[config.mk]
export PLATFORM = sky130hd
export DESIGN_NAME = core_writeback_arb
export DESIGN_NICKNAME = d
export VERILOG_FILES = /design/src/rtl/core_writeback_arb_pkg.sv /design/src/rtl/core_writeback_arb_rr_pick.sv /design/src/rtl/core_writeback_arb.sv
export SDC_FILE = /design/constraint.sdc
export NUM_CORES = 1
export LEC_CHECK = 0
export ABC_AREA = 1
export CAP_MARGIN = 40
export CORE_MARGIN = 2
export CORE_UTILIZATION = 40
export DETAILED_ROUTE_END_ITERATION = 10
export REMOVE_ABC_BUFFERS = 1
export SKIP_LAST_GASP = 1
export SLEW_MARGIN = 20
export SYNTH_ARGS = -nofsm -noshare
export SYNTH_HDL_FRONTEND = slang
export SYNTH_SLANG_ARGS = --single-unit
export TNS_END_PERCENT = 20
[constraint.sdc]
create_clock -name clk -period 31 [get_ports clk]
set_input_delay 3.1 -clock clk [delete_from_list [all_inputs] [get_ports clk]]
set_output_delay 3.1 -clock clk [all_outputs]
set_load 0.01 [all_outputs]
[src/rtl/core_writeback_arb_pkg.sv]
// Shared micro-architecture types and helpers for the writeback path.
// Holds register-number/word types and the rotation helpers used by the arbiter.
package core_writeback_arb_pkg;

    localparam int UARCH_REG_BITS = 4;
    localparam int UARCH_W        = 32;

    typedef logic [UARCH_W-1:0]        word_t;
    typedef logic [UARCH_REG_BITS-1:0] reg_num_t;

    typedef struct packed {
        reg_num_t rd;
        word_t    data;
    } wb_line_t;

    // Single-step modular wrap; callers never exceed 2*n-1.
    function automatic int rr_wrap(input int v, input int n);
        return (v >= n) ? v - n : v;
    endfunction

    function automatic int idx_bits(input int n);
        return (n > 1) ? $clog2(n) : 1;
    endfunction

endpackage

[src/rtl/core_writeback_arb_rr_pick.sv]
// Combinational round-robin picker: grants up to WR_PORTS holding
// registers in rotation order, skipping registers already granted this cycle.
module core_wb_rr_pick
    import core_writeback_arb_pkg::*;
#(
    parameter int N_UNITS  = 5,
    parameter int WR_PORTS = 2,
    parameter int REG_BITS = UARCH_REG_BITS,
    parameter int IW       = idx_bits(N_UNITS)
) (
    input  logic [N_UNITS-1:0]          i_hold_valid,
    input  logic [N_UNITS*REG_BITS-1:0] i_hold_reg,
    input  logic [IW-1:0]               i_rr_ptr,
    output logic [N_UNITS-1:0]          o_grant,
    output logic [WR_PORTS*IW-1:0]      o_port_idx,
    output logic [WR_PORTS-1:0]         o_port_vld,
    output logic [IW-1:0]               o_last
);

    logic [2**REG_BITS-1:0] w_used;
    logic [REG_BITS-1:0]    w_reg;
    int                     w_cnt;

    always_comb begin
        o_grant    = '0;
        o_port_idx = '0;
        o_port_vld = '0;
        o_last     = '0;
        w_used     = '0;
        w_reg      = '0;
        w_cnt      = 0;
        for (int k = 0; k < N_UNITS; k++) begin
            for (int i = 0; i < N_UNITS; i++) begin
                w_reg = i_hold_reg[i*REG_BITS +: REG_BITS];
                if (rr_wrap(int'(i_rr_ptr) + k, N_UNITS) == i &&
                    i_hold_valid[i] && !w_used[w_reg] &&
                    w_cnt < WR_PORTS) begin
                    o_grant[i]    = 1'b1;
                    o_last        = IW'(i);
                    w_used[w_reg] = 1'b1;
                    for (int p = 0; p < WR_PORTS; p++) begin
                        if (w_cnt == p) begin
                            o_port_idx[p*IW +: IW] = IW'(i);
                            o_port_vld[p]          = 1'b1;
                        end
                    end
                    w_cnt = w_cnt + 1;
                end
            end
        end
    end

endmodule

[src/rtl/core_writeback_arb.sv]
// Writeback arbiter: one holding register per execution unit, round-robin
// grant onto WR_PORTS register-file write ports, plus a pending-write mask.
module core_writeback_arb
    import core_writeback_arb_pkg::*;
#(
    parameter int N_UNITS  = 5,
    parameter int WR_PORTS = 2,
    parameter int REG_BITS = UARCH_REG_BITS,
    parameter int W        = UARCH_W
) (
    input  logic                        clk,
    input  logic                        rst_n,
    input  logic [N_UNITS-1:0]          req_valid,
    input  logic [N_UNITS*REG_BITS-1:0] req_reg,
    input  logic [N_UNITS*W-1:0]        req_data,
    output logic [N_UNITS-1:0]          wb_stall,
    output logic [WR_PORTS-1:0]         wr_en,
    output logic [WR_PORTS*REG_BITS-1:0] wr_reg,
    output logic [WR_PORTS*W-1:0]       wr_data,
    output logic [2**REG_BITS-1:0]      pending_mask
);

    localparam int IW = idx_bits(N_UNITS);

    if (N_UNITS < 1 || N_UNITS > 16 ||
        WR_PORTS < 1 || WR_PORTS > N_UNITS) begin : g_bad_cfg
        $error("core_writeback_arb: need 1<=WR_PORTS<=N_UNITS<=16");
    end

    logic [N_UNITS-1:0]          r_hold_valid;
    logic [N_UNITS*REG_BITS-1:0] r_hold_reg;
    logic [N_UNITS*W-1:0]        r_hold_data;
    logic [IW-1:0]               r_rr_ptr;

    logic [N_UNITS-1:0]     w_grant;
    logic [WR_PORTS*IW-1:0] w_port_idx;
    logic [WR_PORTS-1:0]    w_port_vld;
    logic [IW-1:0]          w_last;
    logic [IW-1:0]          w_next_ptr;

    core_wb_rr_pick #(
        .N_UNITS  (N_UNITS),
        .WR_PORTS (WR_PORTS),
        .REG_BITS (REG_BITS),
        .IW       (IW)
    ) u_pick (
        .i_hold_valid (r_hold_valid),
        .i_hold_reg   (r_hold_reg),
        .i_rr_ptr     (r_rr_ptr),
        .o_grant      (w_grant),
        .o_port_idx   (w_port_idx),
        .o_port_vld   (w_port_vld),
        .o_last       (w_last)
    );

    // Stall depends only on state and grant, never on req_valid.
    assign wb_stall   = r_hold_valid & ~w_grant;
    assign w_next_ptr = IW'(rr_wrap(int'(w_last) + 1, N_UNITS));

    always_ff @(posedge clk or negedge rst_n) begin
        if (!rst_n) begin
            r_hold_valid <= '0;
            r_hold_reg   <= '0;
            r_hold_data  <= '0;
            r_rr_ptr     <= '0;
        end else begin
            for (int i = 0; i < N_UNITS; i++) begin
                if (req_valid[i] && !wb_stall[i]) begin
                    r_hold_valid[i] <= 1'b1;
                    r_hold_reg[i*REG_BITS +: REG_BITS] <=
                        req_reg[i*REG_BITS +: REG_BITS];
                    r_hold_data[i*W +: W] <= req_data[i*W +: W];
                end else if (w_grant[i]) begin
                    r_hold_valid[i] <= 1'b0;
                end
            end
            if (|w_grant) begin
                r_rr_ptr <= w_next_ptr;
            end
        end
    end

    always_comb begin
        wr_en   = w_port_vld;
        wr_reg  = '0;
        wr_data = '0;
        for (int p = 0; p < WR_PORTS; p++) begin
            for (int i = 0; i < N_UNITS; i++) begin
                if (w_port_vld[p] &&
                    int'(w_port_idx[p*IW +: IW]) == i) begin
                    wr_reg[p*REG_BITS +: REG_BITS] =
                        r_hold_reg[i*REG_BITS +: REG_BITS];
                    wr_data[p*W +: W] = r_hold_data[i*W +: W];
                end
            end
        end
    end

    always_comb begin
        pending_mask = '0;
        for (int i = 0; i < N_UNITS; i++) begin
            if (r_hold_valid[i]) begin
                pending_mask[r_hold_reg[i*REG_BITS +: REG_BITS]] = 1'b1;
            end
        end
    end

endmodule

; ---- After elaboration in Yosys (flattened, before gate mapping)
; Memories as Yosys holds them, arrays and structs flattened.
; Cells that the tools add are included.
[classes]
add_sub_neg = 34
n_lt_le_gt_ge = 40
eq_ne = 52
muxes = 341
n_bitwise = 29
n_reduce_logical = 161
[op_table]
columns = cell, n
row1 = 32-bit two-way mux, 38
row2 = 32-bit logical NOT, 29
row3 = 32-bit by 2-bit == test with 1-bit output (second input constant), 28
row4 = 32-bit by 3-bit less-than comparator with 1-bit output (second input constant), 23
row5 = 32-bit by 2-bit adder with 32-bit output (second input constant), 22
row6 = 16-bit two-way mux, 29
row7 = 16-bit bitwise OR, 27
row8 = 32-bit by 3-bit == test with 1-bit output (second input constant), 10
row9 = 3-bit two-way mux, 68
row10 = 32-bit by 4-bit == test with 1-bit output (second input constant), 5
row11 = 6-bit two-way mux, 24
row12 = 32-bit by 4-bit greater-or-equal comparator with 1-bit output (second input constant), 4
row13 = 32-bit by 4-bit subtractor with 32-bit output (second input constant), 4
row14 = 1-bit two-way mux, 117
row15 = 1-bit binary-select mux with 4-bit select, 24
row16 = 1-bit logical AND, 94
row17 = 2-bit two-way mux, 26
row18 = 4-bit two-way mux, 10
row19 = 1-bit logical NOT, 30
row20 = 4-bit by 5-bit less-than comparator with 1-bit output (second input constant), 5
row21 = 1-bit demux with 4-bit select, 5
row22 = 4-bit by 1-bit greater-or-equal comparator with 1-bit output (second input constant), 5
row23 = 3-bit == test (second input constant), 6
row24 = 2-bit nonzero test, 5
row25 = other kinds (15), 19
[word_totals]
reg_bits = 188
romBits = 16
in_bits = 187
out_inout_bits = 95
word_cells = 674
mem_count = 1
[memory_table]
columns = name, words, width, rd, rd_clocked_by_memory_dff, write_ports, line
row1 = (name not given), 16, 1, 1, 0, 0, core_writeback_arb_rr_pick.sv:36  ; i_hold_valid[i] && !w_used[w_reg] &&

; ---- Logic depth before layout (Yosys ltp)
; Gate-level depths: netlist of the first run.
[logic_depth]
word_depth = 157
depth_mapped = 198
depth_no_buf = 178

; ---- Modules after synthesis
; A second synthesis of the first run with hierarchy kept.
[unflattened]
cells_unflattened = 4275
hier_area_um2 = 24074.3
[by_module_without_submodules]
columns = module, instances, cells_per_inst, area_each_um2, seq_area_each_um2
row1 = core_wb_rr_pick, 1, 2622, 12933.7, 0.0
row2 = core_writeback_arb, 1, 1653, 11140.7, 4704.5

; ---- Worst setup path before layout of the first run
; OpenSTA, ideal clock, no wires.
[synth_timing]
path_type = reg-to-output
start = reg r_rr_ptr[1]
end = out wr_reg[5]
arrival_ns = 18.925
required_ns = 27.900
path_slack_ns = 8.975
stages_incl_launch_ff = 179
path_buffers = 25
cell_sequence = dfrtp_1 inv_1 ha_1 ha_1 inv_2 o21ai_0 nand2_2 nand2_4 nor2_2 and2_4 buf_6 buf_6 ha_1 inv_1 nand2_1 nor2_2 and2_4 buf_8 [143 not listed] nand2_1 o21bai_1 nand2_2 nor2_8 nand2_4 buf_12 o21bai_1 nand2_1 nand2_1 nor2_1 nor2_2 nor2_4 nand3_4 nand2_8 nor3_4 buf_6 nand2_1 nand4_1
[synth_via]
elab_chain_len = 157
word_cells_on_any_way = 443
classes_between = add/sub (32) / order compare (29) / eq/ne (48) / mux (202) / bitwise (23) / reduce/logical (109)
[synth_rtl]
columns = element, line
row1 = from (decl), core_writeback_arb.sv:33  ; logic [IW-1:0] r_rr_ptr;
row2 = from (signal assigned), core_writeback_arb.sv:78  ; r_rr_ptr <= w_next_ptr;
row3 = branches (longest 156 deep; another with 3-bit by 3-bit subtractor with 4-bit output), -
row4 = 4-bit two-way mux *, core_writeback_arb.sv:89  ; if (w_port_vld[p] &&
row5 = to (decl), core_writeback_arb.sv:18  ; output logic [WR_PORTS*REG_BITS-1:0] wr_reg,
; Every way passes the cells marked *. The select of a mux whose other input is x is not followed.

; ---- Worst setup path after layout of the first run
[layout_timing]
start = reg r_rr_ptr[2]
end = out wr_reg[6]
; Same word-level chain as after synthesis.

==> summary by stage, run 1 <==
Placement
Input and output buffers added on the ports amount to 281. The placer's final routability congestion estimate is 1.14. The HPWL after detailed placement is 111000 um.

Critical path
On the critical path, the stage with the largest delay is an instance of sky130_fd_sc_hd__clkdlybuf4s50_1. The critical path ends at wr_reg[6]. The startpoint identified for the worst register-to-register timing path is r_rr_ptr[2]$_DFFE_PN0P_. The maximum fanout count along the critical path is 36. The slack of the worst reg-to-reg path is 5.13 ns. The worst setup path startpoint is r_rr_ptr[2]$_DFFE_PN0P_. For the worst flop-to-flop path, the logic depth is 153. For the worst setup path, the data required time is 27.90 ns. The critical path startpoint category is a flop. The critical path's most frequent cell is sky130_fd_sc_hd__nand2_1. The worst setup path is captured at an output port. The longest individual stage delay on the worst path is 0.57 ns. The category of the most critical setup path is flop to output port.

The worst register-to-register path ends at r_hold_reg[16]$_DFFE_PN0P_. For the worst setup path, the data arrival time is 26.60 ns.

Clock tree
For the worst-skew pair, the clock arrives at the later sink with an insertion delay of 0.47 ns. TritonCTS built the clock tree. The deepest level of the CTS H-tree is 4.

The TritonCTS buffer count is 17. In this run the deepest clock path goes through 2 buffers. The root buffer cell is sky130_fd_sc_hd__clkbuf_16. Buffers inserted to repair hold after CTS numbered 0. Clock tree synthesis found a total of 188 sinks. The CTS clock-pin slew for the worst setup and hold paths is 0.09 ns.

Logic synthesis
During synthesis, Yosys emitted a total of 0 warnings. Synthesis instantiated 78 different standard cells from the library. After synthesis, the share of flip-flops with an asynchronous set or reset is 100%.

The part of the Yosys area used for sequential elements is 19.6%. A synthesized cell averages 6.33 um^2. The count of flip-flops with a built-in enable after synthesis is 0.

The complex-gate fraction of the synthesized area is 9.80%. sky130_fd_sc_hd__dfrtp_1 takes more of the synthesized area than any other cell. In the post-synthesis netlist, the biggest area contributors are sky130_fd_sc_hd__dfrtp_1 20%, sky130_fd_sc_hd__nand2_1 16%, sky130_fd_sc_hd__inv_1 8.5%, sky130_fd_sc_hd__nand3_1 7.7%, sky130_fd_sc_hd__nor2_1 7.6%. The number of standard cells after synthesis is 3791. The portion of synthesized area spent on multiplexers is 3.19%.

Among all flip-flop cells after synthesis, the most frequent one is sky130_fd_sc_hd__dfrtp_1. The cell area that synthesis handed to floorplanning was 0.0240 mm^2. The synthesized netlist devotes 45.7% of its cell area to simple gates.

Counting flops and latches in the post-synthesis netlist gives 188. The xor/xnor cell area share of the yosys netlist is 0.913%. The adder and majority gate portion of the synthesized area is 4.86%. The largest family of logic cells by synthesized area is simple AND/OR/NAND/NOR gates. The top cell type by area accounts for 19.6% of the synthesized area.

Detailed routing
Once detail routing completed, the nets flagged for antenna violations numbered 0. The number of design rule violations left after detail routing is 0. The detailed-route via count is 28203. The wire length after detailed routing is 140000 um. The detail-routed via count per cell is 5.80.

The number of detailed-routing iterations run before antenna repair is 7. The average wire per cell in the routed design is 28.7 um. The first routing iteration left 3362 violations.

STA
Timing would allow up to 33.7 MHz. Setup repair after global routing left no endpoint under its margin. The worst-case clock skew is 0.0195 ns. The hold violation total from the final report is 0.

The period utilization is 95.8%. After routing, the total negative slack on setup checks comes to 0 ns. The setup violation total in the final timing report is 0. Measured against its own limit, the worst slew margin works out to 30.0%. The transition at the pin with the smallest max-transition slack is 1.05 ns. The worst path needs 29.70 ns of the cycle, external delays included.

The final max-slew violation count came to 0.

GRT
Global routing finished with a remaining overflow of 0. The initial antenna violation count is 12. The maximum number of pins on one net before global-route repair is 85.

The wire length of the first global-routing pass is 195000 um. The number of global-route vias before repair was 26476. Global routing consumed, over all layers together, 43.8% of the routing resources.

Floorplan
The die is 249 um tall. The core region is 0.0591 mm^2. The die covers 0.0620 mm^2. After floorplanning, the core was divided into 89 placement rows. During I/O placement, the number of pins put on the boundary was 282. The die extent in x is 249 um. The effective utilization at floorplan is 40.6%.

Hold path
The class of the most critical hold timing path is flop to flop. The startpoint identified for the worst hold timing path is r_hold_data[135]$_DFFE_PN0P_.

Finish
The share of final-layout standard cells stronger than drive strength 1 is 15.0%. Fill cells in the final layout number 6271. The register with the most flip-flops in the layout has 160 of them. The area growth from synthesis to layout is 18.2%.

The final net count is 4349.

Run
The tool flagged a number of max-cap violations equal to 0.

Outcome
The run finished with clean final reports.
==> cell type report <==
| cell class | instances | area [um^2] | share of cell area [%] |
|---|---|---|---|
| diodes | 3 | 7.51 | 0.0265 |
| clock buffers | 17 | 425 | 1.50 |
| inverters | 604 | 2360 | 8.31 |
| repair buffers | 411 | 4110 | 14.5 |
| multi-input cells | 2848 | 15600 | 54.9 |
| well taps | 773 | 967 | 3.41 |
| clock inverters | 15 | 223 | 0.785 |
| flip-flops and latches | 188 | 4700 | 16.6 |
==> critical path, delay by kind of cell, from the launching register on <==
family / cells / cell delay, ns
simple gates: 109 / 15.74
compound gates: 18 / 4.16
buf+inv: 22 / 3.18
fa+ha+maj: 6 / 2.13
flops: 1 / 0.56
xor+xnor: 1 / 0.16
==> routing by layer <==
layer,GRT usage (%),vias to the layer above,wire (um)
met5,0,-,48
met4,28.5,8,11500
met3,10.2,452,14600
met2,68.1,1816,59800
met1,54.5,13355,53600
li1,-,12572,-
==> repair_timing <==
item                                   4_1_cts  5_1_grt
buffers inserted                             0        8
gates resized for setup                      0       11
endpoints found under the hold margin        0        0
setup endpoints to repair                    0       75
==> placed cells by master, fill, tap and decap left out, types with 90 or more instances in the layout <==
cell type                         instances
sky130_fd_sc_hd__nand4_1                138
sky130_fd_sc_hd__a21oi_1                120
sky130_fd_sc_hd__dfrtp_1                188
sky130_fd_sc_hd__clkdlybuf4s50_1        279
sky130_fd_sc_hd__buf_4                  103
sky130_fd_sc_hd__nand2_1               1007
sky130_fd_sc_hd__nand3_1                370
sky130_fd_sc_hd__nor2_1                 484
sky130_fd_sc_hd__ha_1                    90
sky130_fd_sc_hd__inv_1                  541
==> how the worst min path moves through the flow <==
stage | end | slack, ns | cells past startpoint
2_1_floorplan | r_hold_data[131]$_DFFE_PN0P_ | 0.46 | 2
3_3_place_gp | r_hold_data[143]$_DFFE_PN0P_ | 0.48 | 2
3_5_place_dp | r_hold_data[158]$_DFFE_PN0P_ | 0.49 | 2
4_1_cts | r_hold_data[158]$_DFFE_PN0P_ | 0.51 | 2
5_1_grt | r_hold_data[132]$_DFFE_PN0P_ | 0.53 | 2
6_report | r_hold_data[135]$_DFFE_PN0P_ | 0.51 | 2
==> metrics by stage <==
step | std cells | area, um^2 | worst slack, ns | util (%) | hold slack [ns]
after floorplan | 3640 | 22500 | 7.76 | - | 0.464
after global placement | 4803 | 27400 | 2.18 | 46.3 | 0.482
after detailed placement | 4814 | 27500 | 2.17 | 46.6 | 0.488
after CTS | 4846 | 28200 | 1.55 | 47.7 | 0.510
after global routing | 4858 | 28400 | 0.0408 | 48.0 | 0.527
final | 4859 | 28400 | 1.30 | 48.0 | 0.511
==> cell usage after synthesis, drive strengths merged (2+ instances only) <==
master / n
nand2: 1109
nor2: 608
inv: 590
nand3: 393
dfrtp: 188
nand4: 147
a21oi: 132
o21ai: 124
buf: 104
ha: 90
mux2: 68
clkbuf: 46
o21bai: 44
xor2: 25
nor3: 22
o22ai: 20
clkinv: 11
nor4: 10
o211ai: 9
o221ai: 9
nand3b: 6
o2111ai: 5
and2: 4
o31ai: 4
a221oi: 3
a211o: 2
a211oi: 2
a31oi: 2
bufinv: 2
fa: 2
or2: 2
==> logic make-up after synthesis <==
family	after synthesis
simple gates	2302
buf+inv	755
compound gates	361
fa+ha+maj	92
mux	68
flops	188
xor+xnor	25
Power of run 1 is left out: the tool's default activity adds up to more than one toggle a clock period on the data nets, which glitch-free logic cannot reach.
==> run 2, diff against run 1 <==
REMOVE_ABC_BUFFERS = unset   (was 1)
clock period = 30.8 ns   (was 31 ns; I/O delays follow)
==> run 2 against run 1 <==
  * Cell area down 0.22%
  * First-iteration DRC count up 3.0%
  * Global-route usage down 0.38 points
  * Core utilization down 0.11 points
  * Register-to-register slack worse by 0.06 ns
  * Sequential share of layout area about the same
  * Clock-buffer cell count up 1
  * Worst hold slack worse by 0.012 ns
  * Non-clock buffer count unchanged
  * Setup slack better by 0.049 ns
  * Critical endpoint is now wr_data[14]
  * Via count down 1.3%
  * Flip-flop and latch count unchanged
==> summary by stage, run 2 (synthesis results as in run 1) <==
Outcome
Run status: finished, final reports clean (unchanged).

Detailed routing
The number of design rule violations left after detail routing is 0 (unchanged). The number of nets still failing antenna checks after routing is 0 (unchanged). The wire length after detailed routing is 140000 um (about the same). The detail-routed via count per cell is 5.72 (was 5.80). The average wire per cell in the routed design was 28.7 um (about the same). The detailed-route via count was 27844 (was 28203).

The number of detailed-routing iterations run before antenna repair was 6 (was 7). The starting DRC count in detailed routing was 3464 (was 3362).

Floorplan
The number of cell rows is 89 (unchanged). The die extent in x came to 249 um (unchanged). The die area is 0.0620 mm^2 (unchanged). The vertical extent of the die is 249 um (unchanged). The standard cell core area was 0.0591 mm^2 (unchanged).

The effective utilization at floorplan was 40.6% (unchanged). The number of primary I/O pins came to 282 (unchanged).

STA
The total negative slack came to 0 ns (unchanged). The hold violation total from the final report came to 0 (unchanged). The setup violation total in the final timing report is 0 (unchanged). The worst slew margin relative to its limit came to 36.4% (was 30.0%). The final max-slew violation count is 0 (unchanged). RSZ-0062 raised after global routing: false (unchanged). Timing would allow up to 34.0 MHz. In the finished design, the share of the clock period the worst path needs comes to 95.6%. The worst-case clock skew is 0.0245 ns (was 0.0195 ns). The worst path needs 29.45 ns of the cycle, external delays included. The transition at the pin with the smallest max-transition slack was 0.951 ns (was 1.05 ns).

Clock tree
The clock insertion delay at the later pin of the skew report is 0.46 ns (was 0.47 ns). The number of sinks on the clock net was 188 (unchanged). The clock tree from TritonCTS is built (unchanged). The clock tree buffer depth came to 2 (unchanged).

The root buffer cell is sky130_fd_sc_hd__clkbuf_16 (unchanged). The number of buffers inserted for hold repair after clock tree synthesis is 0 (unchanged). The CTS clock-pin slew for the worst setup and hold paths is 0.08 ns (was 0.09 ns).

The TritonCTS buffer count came to 17 (unchanged). The deepest level of the CTS H-tree was 4 (unchanged).

Critical path
The beginning of the worst register-to-register path is r_rr_ptr[1]$_DFFE_PN0P_ (was r_rr_ptr[2]$_DFFE_PN0P_). The critical path startpoint category is a flop (unchanged). The longest individual stage delay on the worst path is 0.60 ns (was 0.57 ns).

The category of the most critical setup path is flop to output port (unchanged). The critical path's most frequent cell is sky130_fd_sc_hd__nand2_1 (unchanged). The number of buffers and inverters on the critical path is 22 (unchanged).

The gate family responsible for the most delay along the worst path is simple AND/OR/NAND/NOR gates (unchanged). The maximum fanout count along the critical path was 32 (was 36). The cell at the slowest stage of the critical path was sky130_fd_sc_hd__clkdlybuf4s50_1 (unchanged). The worst setup path startpoint is r_rr_ptr[1]$_DFFE_PN0P_ (was r_rr_ptr[2]$_DFFE_PN0P_). The cell count of the worst reg-to-reg path is 159 (was 153). The slack of the worst reg-to-reg path was 5.07 ns (was 5.13 ns). The arrival time at the worst endpoint came to 26.37 ns (was 26.60 ns). The number of stages on the worst setup path is 159 (was 156). The required time of the critical path came to 27.72 ns (was 27.90 ns). The capturing element type of the critical path is an output port (unchanged). The critical register-to-register path endpoint is r_hold_reg[16]$_DFFE_PN0P_ (unchanged).

Finish
The area overhead of the layout relative to synthesis is 18.0% (was 18.2%). The fill cell instance count of the final layout came to 6401 (was 6271). The share of final-layout standard cells stronger than drive strength 1 is 15.2% (was 15.0%). The final net count came to 4351 (was 4349). The most common library cell in the layout ignoring fill and taps was sky130_fd_sc_hd__nand2_1 (unchanged).

The number of flip-flops in the largest register is 160 (unchanged). Commonest non-fill, non-tap cells in the layout: 1007 x sky130_fd_sc_hd__nand2_1, 540 x sky130_fd_sc_hd__inv_1, 483 x sky130_fd_sc_hd__nor2_1, 371 x sky130_fd_sc_hd__nand3_1, 280 x sky130_fd_sc_hd__clkdlybuf4s50_1 (was 1007 x sky130_fd_sc_hd__nand2_1, 541 x sky130_fd_sc_hd__inv_1, 484 x sky130_fd_sc_hd__nor2_1, 370 x sky130_fd_sc_hd__nand3_1, 279 x sky130_fd_sc_hd__clkdlybuf4s50_1). The cell area after layout came to 0.0283 mm^2 (was 0.0284 mm^2).

Placement
The total of buffers placed on input and output ports is 281 (unchanged). The placer's final routability congestion estimate came to 1.12 (was 1.14). The total placed instance area came to 0.0273 mm^2 (was 0.0275 mm^2).

The HPWL after detailed placement was 109000 um (was 111000 um).

Hold path
The worst min-delay path endpoint is r_hold_data[142]$_DFFE_PN0P_ (was r_hold_data[135]$_DFFE_PN0P_). The cell count of the worst hold path came to 2 (unchanged). The worst hold path startpoint is r_hold_data[142]$_DFFE_PN0P_ (was r_hold_data[135]$_DFFE_PN0P_). The class of the most critical hold timing path was flop to flop (unchanged).

Logic synthesis
The number of nets in the synthesized netlist is 4070.

GRT
The maximum number of pins on one net before global-route repair was 96 (was 85). The overall global routing resource usage is 43.5% (was 43.8%). The total congestion overflow is 0 (unchanged). The number of global-route vias before repair came to 26171 (was 26476). The initial antenna violation count is 9 (was 12). The wire length of the first global-routing pass is 192000 um (was 195000 um).

Run
The number of max-cap violations is 0 (unchanged).
[run 2: cell types whose count changed in the layout (fill, tap and decap cells not counted), moves of 3 or more]
cell,delta
sky130_fd_sc_hd__o21ai_0,-6
sky130_fd_sc_hd__buf_4,+8
sky130_fd_sc_hd__diode_2,+4
sky130_fd_sc_hd__o21ai_2,+3
sky130_fd_sc_hd__inv_12,-3
sky130_fd_sc_hd__o21ai_1,+4
sky130_fd_sc_hd__buf_12,-8
sky130_fd_sc_hd__clkinv_8,-5
sky130_fd_sc_hd__inv_6,+3
[run 2: timing repair]
action                                  in CTS  in global routing
setup buffers                                0                 15
endpoints found under the setup margin       0                 75
resized for setup                            0                 27
[run 2: layer usage]
metal,wire [um],vias to the layer above,track usage [%]
li1,-,12577,-
met2,58700,1752,65.2
met5,66,-,0
met1,52600,13020,52.6
met3,13800,485,9.60
met4,14600,10,37.8
[run 2: worst max path at each step]
stage	endpoint	slack, ns
6_report	wr_data[14]	1.35
5_1_grt	wr_data[14]	0.05
4_1_cts	wr_data[21]	0.61
3_5_place_dp	wr_data[21]	1.20
3_3_place_gp	wr_data[56]	1.10
2_1_floorplan	wr_reg[5]	8.79
[run 2: through the flow]
step	worst slack (ns)	util, %	hold slack [ns]	cells
after floorplan	8.79	-	0.463	3791
after global placement	1.10	46.0	0.478	4798
after detailed placement	1.20	46.2	0.482	4805
after CTS	0.608	47.2	0.500	4837
after global routing	0.0481	47.8	0.514	4859
final	1.35	47.9	0.499	4865
[run 2: worst register-to-register path: cells and delay by family, from the launching register on]
kind            cells  cell delay, ns
xor+xnor            2            0.54
fa+ha+maj           7            2.34
buf+inv            21            3.15
compound gates     17            3.67
flops               1            0.33
simple gates      112           15.59
[run 2: final cells by class]
type / count / area [um^2] / share of cell area, %
Multi-Input combinational cell: 2850 / 15600 / 55.2
Antenna cell: 7 / 17.5 / 0.0619
Clock inverter: 14 / 180 / 0.637
Sequential cell: 188 / 4700 / 16.6
Tap cell: 773 / 967 / 3.42
Timing Repair Buffer: 411 / 4020 / 14.2
Clock buffer: 18 / 429 / 1.52
Inverter: 604 / 2360 / 8.35
Power of run 2 is left out for the same reason.
==> run 3, diff against run 2 <==
SLEW_MARGIN = unset   (was 20)
==> run 3 against run 2 <==
  * Global-route usage rose by 0.26 points
  * First-iteration DRC count rose by 1.6%
  * Core utilization fell by 0.17 points
  * Sequential share of layout area rose by 0.060 points
  * Worst hold slack barely moved
  * Non-clock buffer count fell by 4
  * Die area did not move
  * Clock skew rose by 0.0012 ns
  * Clock-buffer cell count did not move
  * Register-to-register slack improved by 0.04 ns
  * Via count fell by 0.14%
==> summary by stage, run 3 (synthesis results as in run 1) <==
STA
The final max-slew violation count came to 0 (unchanged). The worst-case clock skew is 0.0257 ns (was 0.0245 ns). The final period demand of the worst path is 29.52 ns (was 29.45 ns). The transition at the pin with the smallest max-transition slack came to 0.923 ns (was 0.951 ns). The worst slew margin relative to its limit is 38.4% (was 36.4%). The total negative slack is 0 ns (unchanged).

The period utilization was 95.8% (was 95.6%). RSZ-0062 raised after global routing: false (unchanged). The upper clock frequency limit is 33.9 MHz (was 34.0 MHz). The setup violation total in the final timing report was 0 (unchanged). The hold violation total from the final report is 0 (unchanged).

Critical path
The category of the most critical setup path is flop to output port (unchanged). The critical register-to-register path endpoint is r_hold_reg[16]$_DFFE_PN0P_ (unchanged). The longest individual stage delay on the worst path was 0.61 ns (was 0.60 ns). The beginning of the worst register-to-register path is r_rr_ptr[1]$_DFFE_PN0P_ (unchanged). The critical path startpoint category is a flop (unchanged). The critical path's most frequent cell is sky130_fd_sc_hd__nand2_1 (unchanged). The maximum fanout count along the critical path is 27 (was 32). The required time of the critical path is 27.72 ns (about the same).

The cell at the slowest stage of the critical path is sky130_fd_sc_hd__clkdlybuf4s50_1 (unchanged). The number of stages on the worst setup path is 162 (was 159). The slack of the worst reg-to-reg path is 5.11 ns (was 5.07 ns). The worst setup path startpoint was r_rr_ptr[1]$_DFFE_PN0P_ (unchanged). The gate family responsible for the most delay along the worst path was simple AND/OR/NAND/NOR gates (unchanged). The arrival time at the worst endpoint is 26.44 ns (was 26.37 ns).

The cell count of the worst reg-to-reg path is 155 (was 159). The capturing element type of the critical path is an output port (unchanged). The endpoint of the most critical setup path was wr_data[14] (unchanged). The number of buffers and inverters on the critical path is 23 (was 22).

Clock tree
The root buffer cell is sky130_fd_sc_hd__clkbuf_16 (unchanged). The number of buffers inserted for hold repair after clock tree synthesis is 0 (unchanged). The number of sinks on the clock net is 188 (unchanged).

The TritonCTS buffer count came to 17 (unchanged). The clock tree from TritonCTS is built (unchanged). The clock insertion delay at the later pin of the skew report is 0.46 ns (about the same).

The deepest level of the CTS H-tree is 4 (unchanged). The clock tree buffer depth is 2 (unchanged). The CTS clock-pin slew for the worst setup and hold paths was 0.08 ns (about the same).

Placement
The HPWL after detailed placement came to 109000 um (about the same). The placer's final routability congestion estimate is 1.12 (unchanged). The total of buffers placed on input and output ports is 281 (unchanged).

GRT
The maximum number of pins on one net before global-route repair is 96 (unchanged). The overall global routing resource usage was 43.7% (was 43.5%). The met3 demand-to-capacity share in global routing is 10.4% (was 9.60%). The global routing usage on met2 is 66.2% (was 65.2%). The wire length of the first global-routing pass is 194000 um (was 192000 um). The initial antenna violation count is 13 (was 9).

The total congestion overflow is 0 (unchanged). The met1 demand-to-capacity share in global routing was 52.9% (was 52.6%). The number of global-route vias before repair came to 26328 (was 26171). The highest-utilization routing layer at the global route stage is met2 (unchanged).

Run
The number of max-cap violations was 0 (unchanged).

Floorplan
The standard cell core area came to 0.0591 mm^2 (unchanged). The die extent in x was 249 um (unchanged). The vertical extent of the die is 249 um (unchanged). The number of primary I/O pins came to 282 (unchanged). The number of cell rows came to 89 (unchanged). The effective utilization at floorplan was 40.6% (unchanged). The die area was 0.0620 mm^2 (unchanged).

Finish
The area of all sequential standard cells is 0.00470 mm^2 (unchanged). The area of combinational cells with multiple inputs is 0.0156 mm^2 (about the same). The number of flip-flops in the largest register came to 160 (unchanged). Commonest non-fill, non-tap cells in the layout: 1007 x sky130_fd_sc_hd__nand2_1, 540 x sky130_fd_sc_hd__inv_1, 483 x sky130_fd_sc_hd__nor2_1, 371 x sky130_fd_sc_hd__nand3_1, 280 x sky130_fd_sc_hd__clkdlybuf4s50_1 (unchanged).

The area overhead of the layout relative to synthesis was 17.5% (was 18.0%). The final net count is 4348 (was 4351). The fill cell instance count of the final layout is 6353 (was 6401).

The most common library cell in the layout ignoring fill and taps was sky130_fd_sc_hd__nand2_1 (unchanged). The share of final-layout standard cells stronger than drive strength 1 is 15.1% (was 15.2%).

Detailed routing
The detail-routed via count per cell is 5.72 (about the same). The number of detailed-routing iterations run before antenna repair was 6 (unchanged). The starting DRC count in detailed routing came to 3520 (was 3464).

The number of design rule violations left after detail routing is 0 (unchanged). The average wire per cell in the routed design was 28.7 um (about the same). The detailed-route via count was 27804 (was 27844). The number of nets still failing antenna checks after routing is 0 (unchanged). The wire length after detailed routing was 140000 um (about the same).

Outcome
Run status: finished, final reports clean (unchanged).

Logic synthesis
The synthesized net count is 4070 (unchanged).

Hold path
The class of the most critical hold timing path is flop to flop (unchanged).
[run 3: worst register-to-register path, delay by kind of cell (launching register included)]
kind,cells,cell delay (ns)
fa+ha+maj,7,2.35
buf+inv,21,3.29
compound gates,19,4.24
flops,1,0.33
simple gates,106,14.78
xor+xnor,2,0.52
[run 3: cell type report]
class | instances | share of cell area [%]
multi-input combinational | 2851 | 55.4
sequential | 188 | 16.7
antenna | 10 | 0.0887
clock inverter | 14 | 0.608
inverter | 604 | 8.38
tap | 773 | 3.43
clock buffer | 18 | 1.56
timing repair buffer | 407 | 13.9
[run 3: routing by layer]
metal	share of wire (%)	vias to the layer above	wire length, um
met5	0.052	-	73
met4	9.6	12	13500
met3	9.9	444	13900
met2	43	1730	59700
met1	38	13042	52700
li1	-	12576	-
[run 3: how the worst min path moves through the flow]
stage	to	startpoint	cells after the start
finish	r_hold_data[132]$_DFFE_PN0P_	r_hold_data[132]$_DFFE_PN0P_	2
floorplan	r_hold_data[131]$_DFFE_PN0P_	r_hold_data[131]$_DFFE_PN0P_	2
detailed placement	r_hold_data[132]$_DFFE_PN0P_	r_hold_data[132]$_DFFE_PN0P_	2
CTS	r_hold_data[132]$_DFFE_PN0P_	r_hold_data[132]$_DFFE_PN0P_	2
global route	r_hold_data[135]$_DFFE_PN0P_	r_hold_data[135]$_DFFE_PN0P_	2
global placement	r_hold_data[137]$_DFFE_PN0P_	r_hold_data[137]$_DFFE_PN0P_	2
[run 3: timing repair]
item,in CTS,in global routing
setup endpoints to repair,0,75
hold endpoints to repair,0,0
buffers inserted,0,14
resized for setup,0,23
[run 3: metrics by stage]
stage                     util (%)  hold slack, ns  setup WS [ns]  cell area, um^2  instances
after CTS                     47.2           0.499          0.663            27900       4838
after global placement        46.0           0.478           1.10            27200       4798
after detailed placement      46.2           0.481           1.28            27300       4806
after global routing          47.7           0.516         0.0541            28200       4856
final                         47.7           0.499           1.28            28200       4865
after floorplan                  -           0.463           8.79            24000       3791
Power of run 3 is left out for the same reason.
